<file path="src/rtl/spi_pkg.sv">
// Shared SPI definitions used by both the SPI master and the SPI target.
// Contents: FSM state type, SPI mode constants, byte/counter widths and a helper
// that maps a bit count onto a shift-register index for either bit order.
package spi_pkg;

    localparam int unsigned BYTE_W = 8;
    localparam int unsigned CNT_W  = 3;

    // SPI mode 3: scl idles high, data is captured on the rising edge.
    localparam logic CPOL = 1'b1;
    localparam logic CPHA = 1'b1;

    typedef enum logic [0:0] {
        StIdle,
        StShift
    } spi_state_e;

    // Shift-register index of the n-th bit on the wire.
    function automatic logic [CNT_W-1:0] bit_index(input logic [CNT_W-1:0] n,
                                                   input logic             msb_first);
        return msb_first ? (CNT_W'(BYTE_W - 1) - n) : n;
    endfunction

endpackage

</file>
<file path="src/rtl/spi_target_interface_if.sv">
// Bus-side handshake of the SPI target.
//   tx_byte/msb_lsb       : byte to send and bit order, driven by the bus side
//   tx_latched            : pulse, tx_byte was copied; the next one may be presented
//   rx_byte/rx_valid      : last received byte and its one-cycle update pulse
//   busy                  : a transaction is in progress
// Modports: master = bus-side logic, slave = the SPI target.
interface spi_target_interface_if;

    logic [spi_pkg::BYTE_W-1:0] tx_byte;
    logic                       msb_lsb;
    logic                       tx_latched;
    logic [spi_pkg::BYTE_W-1:0] rx_byte;
    logic                       rx_valid;
    logic                       busy;

    modport master (
        output tx_byte,
        output msb_lsb,
        input  tx_latched,
        input  rx_byte,
        input  rx_valid,
        input  busy
    );

    modport slave (
        input  tx_byte,
        input  msb_lsb,
        output tx_latched,
        output rx_byte,
        output rx_valid,
        output busy
    );

endinterface

</file>
<file path="src/rtl/sync_edge_detect.sv">
// Multi-flop synchroniser followed by a previous-value flop for edge decode.
//   clk, arstn : system clock, asynchronous active-low reset
//   d          : asynchronous input pin
//   level      : synchronised value (STAGES cycles behind the pin)
//   rise/fall  : combinational one-cycle edge strobes on level
// RST_VAL lets idle-high lines (scl, cs) come out of reset without a false edge.
module sync_edge_detect #(
    parameter int unsigned STAGES  = 2,
    parameter logic        RST_VAL = 1'b0
) (
    input  logic clk,
    input  logic arstn,
    input  logic d,
    output logic level,
    output logic rise,
    output logic fall
);

    logic [STAGES-1:0] sync_q;
    logic              prev_q;

    always_ff @(posedge clk or negedge arstn) begin
        if (!arstn) begin
            sync_q <= {STAGES{RST_VAL}};
            prev_q <= RST_VAL;
        end else begin
            sync_q <= {sync_q[STAGES-2:0], d};
            prev_q <= sync_q[STAGES-1];
        end
    end

    assign level = sync_q[STAGES-1];
    assign rise  = level & ~prev_q;
    assign fall  = ~level & prev_q;

endmodule

</file>
<file path="src/rtl/spi_target_interface.sv">
// SPI mode 3 target endpoint. Oversamples scl/cs/mosi in the clk domain,
// deserialises mosi into bytes and serialises a bus-supplied byte onto miso.
//   clk, arstn      : system clock (>= 8x scl), asynchronous active-low reset
//   scl, cs, mosi   : SPI pins from the master (cs active-low)
//   miso, miso_oe   : serial data to the master and its output enable
//   bus (slave)     : tx_byte/msb_lsb in, tx_latched/rx_byte/rx_valid/busy out
module spi_target_interface
    import spi_pkg::*;
#(
    parameter int unsigned SYNC_STAGES = 2
) (
    input  logic                    clk,
    input  logic                    arstn,
    input  logic                    scl,
    input  logic                    cs,
    input  logic                    mosi,
    output logic                    miso,
    output logic                    miso_oe,
    spi_target_interface_if.slave   bus
);

    logic scl_level, scl_rise, scl_fall;
    logic cs_level, cs_rise, cs_fall;
    logic mosi_level, mosi_rise_unused, mosi_fall_unused;

    sync_edge_detect #(
        .STAGES  (SYNC_STAGES),
        .RST_VAL (CPOL)
    ) u_scl_sync (
        .clk   (clk),
        .arstn (arstn),
        .d     (scl),
        .level (scl_level),
        .rise  (scl_rise),
        .fall  (scl_fall)
    );

    sync_edge_detect #(
        .STAGES  (SYNC_STAGES),
        .RST_VAL (1'b1)
    ) u_cs_sync (
        .clk   (clk),
        .arstn (arstn),
        .d     (cs),
        .level (cs_level),
        .rise  (cs_rise),
        .fall  (cs_fall)
    );

    // Same depth as scl so the mosi/scl alignment seen at the pins is preserved.
    sync_edge_detect #(
        .STAGES  (SYNC_STAGES),
        .RST_VAL (1'b0)
    ) u_mosi_sync (
        .clk   (clk),
        .arstn (arstn),
        .d     (mosi),
        .level (mosi_level),
        .rise  (mosi_rise_unused),
        .fall  (mosi_fall_unused)
    );

    spi_state_e        state_q;
    logic [CNT_W-1:0]  bit_cnt_q;
    logic [BYTE_W-1:0] tx_sr_q;
    logic [BYTE_W-1:0] rx_sr_q;
    logic [BYTE_W-1:0] rx_next;
    logic              msb_first_q;
    logic              miso_q;
    logic              miso_oe_q;
    logic              busy_q;
    logic [BYTE_W-1:0] rx_byte_q;
    logic              rx_valid_q;
    logic              tx_latched_q;

    // rx shift register with the current mosi bit merged in; used both for the
    // per-bit update and for the completed byte on the 8th rising edge.
    always_comb begin
        rx_next = rx_sr_q;
        rx_next[bit_index(bit_cnt_q, msb_first_q)] = mosi_level;
    end

    always_ff @(posedge clk or negedge arstn) begin
        if (!arstn) begin
            state_q      <= StIdle;
            bit_cnt_q    <= '0;
            tx_sr_q      <= '0;
            rx_sr_q      <= '0;
            msb_first_q  <= 1'b0;
            miso_q       <= 1'b0;
            miso_oe_q    <= 1'b0;
            busy_q       <= 1'b0;
            rx_byte_q    <= '0;
            rx_valid_q   <= 1'b0;
            tx_latched_q <= 1'b0;
        end else begin
            rx_valid_q   <= 1'b0;
            tx_latched_q <= 1'b0;
            busy_q       <= ~cs_level;
            miso_oe_q    <= ~cs_level;

            unique case (state_q)
                StIdle: begin
                    if (cs_fall) begin
                        state_q      <= StShift;
                        tx_sr_q      <= bus.tx_byte;
                        msb_first_q  <= bus.msb_lsb;
                        tx_latched_q <= 1'b1;
                        bit_cnt_q    <= '0;
                    end
                end
                StShift: begin
                    // cs rise wins over any coincident scl edge.
                    if (cs_rise) begin
                        state_q   <= StIdle;
                        bit_cnt_q <= '0;
                        rx_sr_q   <= '0;
                        miso_q    <= 1'b0;
                    end else if (scl_fall) begin
                        miso_q <= tx_sr_q[bit_index(bit_cnt_q, msb_first_q)];
                    end else if (scl_rise) begin
                        rx_sr_q   <= rx_next;
                        bit_cnt_q <= bit_cnt_q + 1'b1;
                        if (bit_cnt_q == CNT_W'(BYTE_W - 1)) begin
                            rx_byte_q    <= rx_next;
                            rx_valid_q   <= 1'b1;
                            tx_sr_q      <= bus.tx_byte;
                            msb_first_q  <= bus.msb_lsb;
                            tx_latched_q <= 1'b1;
                        end
                    end
                end
                default: state_q <= StIdle;
            endcase
        end
    end

    assign miso           = miso_q;
    assign miso_oe        = miso_oe_q;
    assign bus.busy       = busy_q;
    assign bus.rx_byte    = rx_byte_q;
    assign bus.rx_valid   = rx_valid_q;
    assign bus.tx_latched = tx_latched_q;

endmodule

</file>
<file path="src/flat_wrapper.sv">
// flat-port wrapper written by rule: the top's interface ports become plain ports
module spi_target_interface_flat import spi_pkg::*;
#(
    parameter int unsigned SYNC_STAGES = 2
)
  (clk, arstn, scl, cs, mosi, miso, miso_oe, bus_tx_byte, bus_msb_lsb, bus_tx_latched, bus_rx_byte, bus_rx_valid, bus_busy);
  spi_target_interface_if bus_i ();
  input  logic clk;
  input  logic arstn;
  input  logic scl;
  input  logic cs;
  input  logic mosi;
  output logic miso;
  output logic miso_oe;
  input wire logic [$bits(bus_i.tx_byte)-1:0] bus_tx_byte;
  input wire logic [$bits(bus_i.msb_lsb)-1:0] bus_msb_lsb;
  output wire logic [$bits(bus_i.tx_latched)-1:0] bus_tx_latched;
  output wire logic [$bits(bus_i.rx_byte)-1:0] bus_rx_byte;
  output wire logic [$bits(bus_i.rx_valid)-1:0] bus_rx_valid;
  output wire logic [$bits(bus_i.busy)-1:0] bus_busy;
  assign bus_i.tx_byte = bus_tx_byte;
  assign bus_i.msb_lsb = bus_msb_lsb;
  assign bus_tx_latched = bus_i.tx_latched;
  assign bus_rx_byte = bus_i.rx_byte;
  assign bus_rx_valid = bus_i.rx_valid;
  assign bus_busy = bus_i.busy;
  spi_target_interface #(.SYNC_STAGES(SYNC_STAGES)) u_core (.clk(clk), .arstn(arstn), .scl(scl), .cs(cs), .mosi(mosi), .miso(miso), .miso_oe(miso_oe), .bus(bus_i));
endmodule
</file>
<file path="config.mk">
export PLATFORM = sky130hd
export DESIGN_NAME = spi_target_interface_flat
export DESIGN_NICKNAME = d
export VERILOG_FILES = /design/src/rtl/spi_pkg.sv /design/src/rtl/spi_target_interface_if.sv /design/src/rtl/sync_edge_detect.sv /design/src/rtl/spi_target_interface.sv /design/src/flat_wrapper.sv
export SDC_FILE = /design/constraint.sdc
export NUM_CORES = 1
export LEC_CHECK = 0
export CAP_MARGIN = 15
export CORE_ASPECT_RATIO = 0.7
export CORE_MARGIN = 4
export CORE_UTILIZATION = 25
export DETAILED_ROUTE_END_ITERATION = 16
export SLEW_MARGIN = 20
export SYNTH_ARGS = -nofsm -noshare
export SYNTH_HDL_FRONTEND = slang
export SYNTH_SLANG_ARGS = --single-unit
</file>
<file path="constraint.sdc">
create_clock -name clk -period 2.1 [get_ports clk]
set_input_delay 0.42 -clock clk [delete_from_list [all_inputs] [get_ports clk]]
set_output_delay 0.42 -clock clk [all_outputs]
set_load 0.02 [all_outputs]
</file>
==> flow_summary.json <==
{
  "ant_nets": 0,
  "start_kind": "register",
  "finalSetupTns_ps": 0,
  "h-tree-depth": 2,
  "place_area_mm2": 0.00227,
  "clk_pin_slew_ps": 70,
  "finalInstanceArea_mm2": 0.00237,
  "synth_warnings": 0,
  "p_per_area_mw_per_mm2": 773,
  "fin_cells": 288,
  "initial_utilization": 0.258,
  "yosys_register_bits": 41,
  "fillers": 757,
  "yosysSeqAreaShare": 0.545,
  "crit_chain": "nand2b_1 > and3_1 > a21oi_4 > mux2_2",
  "antenna_cells": 0,
  "clock-root-buffer": "clkbuf_8",
  "ff_latch_area_mm2": 0.00103,
  "hold_class": "in -> async",
  "max-slew-margin-rel": 0.504,
  "die_w_um": 112,
  "period_share": 0.856,
  "setup_viol": 0,
  "rsz0062_at_grt": "false",
  "worstPathRequired_ps": 2270,
  "p_leak_nw": 1.02,
  "die_y_um": 80.9,
  "multi_input_area_um2": 762,
  "avgSynthCellArea_um2": 12.1,
  "cap_violations": 0,
  "worst_pin_slew_ps": 744,
  "period_needed_ps": 1800,
  "grt_start_max_net_pins": 34,
  "numCtsBuffers": 5,
  "synth-edff-count": 0,
  "drt_first_pass_iters": 4,
  "place_inst": 280,
  "layout-area-overhead-vs-synth_pct": 25.1,
  "hold_viol_final": 0,
  "synth_cell_type_count": 37,
  "ctsLongestPathBuffers": 2,
  "vias_per_cell": 4.36,
  "cp.arrival_ps": 1970,
  "cp-end-kind": "register",
  "synthCells": 157,
  "drc": 0,
  "synthFlopType": "dfrtp_1",
  "coreArea_mm2": 0.00735,
  "async_reset_ff_frac": 1.00,
  "fmax_mhz": 556,
  "num_rows": 26,
  "cts_setup_buffers": 0,
  "max_stage_delay_ps": 570,
  "cts_resized": 0,
  "final_common_cell": "dfrtp_1",
  "syn-num-nets": 173,
  "grtUsageTotal": 0.0895,
  "drt_wl_total_um": 3720,
  "grt_pass1_vias": 1259,
  "dieArea_mm2": 0.00907,
  "ctsHoldBuffers": 0,
  "path_class": "reg -> reg",
  "avgRoutedWirePerCell_um": 12.9,
  "run_status": "finished, final reports clean",
  "dp_slack_ps": 300,
  "crit_slowest_cell": "dfstp_2",
  "clock_skew_ps": 7.92,
  "finalWorstSetupSlack_ps": 302,
  "cts.sinks": 41,
  "slew_violations": 0,
  "place_hpwl_um": 2730,
  "worstPathMaxFanout": 10,
  "cts_tree": "yes",
  "clock_latency_ps": 290,
  "io-pin-count": 27,
  "num_vias": 1256,
  "antenna_found_initial": 0,
  "vdd_drop_max_mv": 0.240,
  "critPathBufInv": 0,
  "drtIter0Drc": 32,
  "nNetsFinal": 205,
  "grt_first_pass_wirelength_um": 6370,
  "drive_gt1_frac": 0.205,
  "syn-cell-area_mm2": 0.00190,
  "gp_congestion": 0.727,
  "grt_overflow": 0,
  "final_cell_mix": "dfrtp_1, clkdlybuf4s50_1, mux2i_1, inv_1, mux2_2",
  "cp_top_family": "flip-flops",
  "io_buffers": 26
}
==> final timing paths <==
kind / to / cells past startpoint / start / slack (ps)
max: u_core.tx_sr_q[1] / 4 / u_core.u_cs_sync.sync_q[1] / 300
min: u_core.u_mosi_sync.sync_q[0] / 1 / arstn / 190
max reg2reg: u_core.tx_sr_q[1] / 4 / u_core.u_cs_sync.sync_q[1] / 300
min reg2reg: u_core.u_mosi_sync.sync_q[1] / 0 / u_core.u_mosi_sync.sync_q[0] / 360
max in group asynchronous: u_core.rx_sr_q[3] / 2 / arstn / 1340
min in group clk: u_core.u_mosi_sync.sync_q[1] / 0 / u_core.u_mosi_sync.sync_q[0] / 360
==> report_power, final <==
part / total [W] / switching (W) / leakage (nW) / internal (W)
clock: 0.000559 / 0.000262 / 0.0542 / 0.000297
sequential: 0.000939 / 0.0000732 / 0.518 / 0.000866
combinational: 0.000335 / 0.000156 / 0.452 / 0.000179
total: 0.00183 / 0.000491 / 1.02 / 0.00134
==> kinds of logic after synthesis <==
family | count (synthesis) | share of synthesized area
and+or+nand+nor | 34 | 0.104
adders and majority gates | 3 | 0.0185
muxes | 31 | 0.180
AOI/OAI and AO/OA | 27 | 0.0989
DFF | 41 | 0.545
buffers and inverters | 21 | 0.0534
==> worst register-to-register path, cell delays in order, from the launching register on <==
cell and delay (ps):
dfstp_2 570, nand2b_1 100, and3_1 290, a21oi_4 350, mux2_2 380
==> synth_stat cells (2+ instances only) <==
master / number / area [um^2]
nor3b_1: 2 / 15.0
nand3_1: 3 / 15.0
mux2_2: 12 / 135
o22ai_1: 9 / 56.3
nor2b_1: 3 / 18.8
nand2b_1: 3 / 18.8
a22o_1: 2 / 17.5
ha_1: 2 / 25.0
buf_6: 2 / 22.5
or2_2: 2 / 12.5
dfstp_2: 6 / 158
dfrtp_1: 35 / 876
o21ai_0: 9 / 45.0
inv_1: 14 / 52.6
nand3b_1: 3 / 22.5
nand2_1: 10 / 37.5
mux2i_1: 18 / 180
buf_2: 3 / 15.0
==> through the flow <==
stage	hold WS, ps	total power (W)	utilization
2_1_floorplan	124	0.00117	-
3_3_place_gp	337	0.00128	0.309
3_5_place_dp	343	0.00129	0.309
4_1_cts	207	0.00187	0.323
5_1_grt	245	0.00194	0.323
6_report	188	0.00183	0.323
==> state kept, by name, indices dropped and copies added (netlist names), 2 cells and up <==
signal	flops
u_core.tx_sr_q	8
u_core.rx_sr_q	8
u_core.u_cs_sync.sync_q	2
u_core.u_mosi_sync.sync_q	2
u_core.bus.rx_byte	8
u_core.bit_cnt_q	3
u_core.u_scl_sync.sync_q	2
==> per-layer routing <==
layer  part of all wire  track usage
met1               0.50        0.126
met2               0.43        0.129
met3              0.050       0.0283
met4              0.014       0.0324
met5                  0            0
==> layout make-up <==
class                           count  share of cell area
Timing Repair Buffer               32               0.127
Clock inverter                      1             0.00211
Inverter                           14              0.0222
Clock buffer                        7              0.0406
Sequential cell                    41               0.436
Multi-Input combinational cell     95               0.321
Tap cell                           98              0.0517
Note: power is estimated with default switching activity, not from simulation.
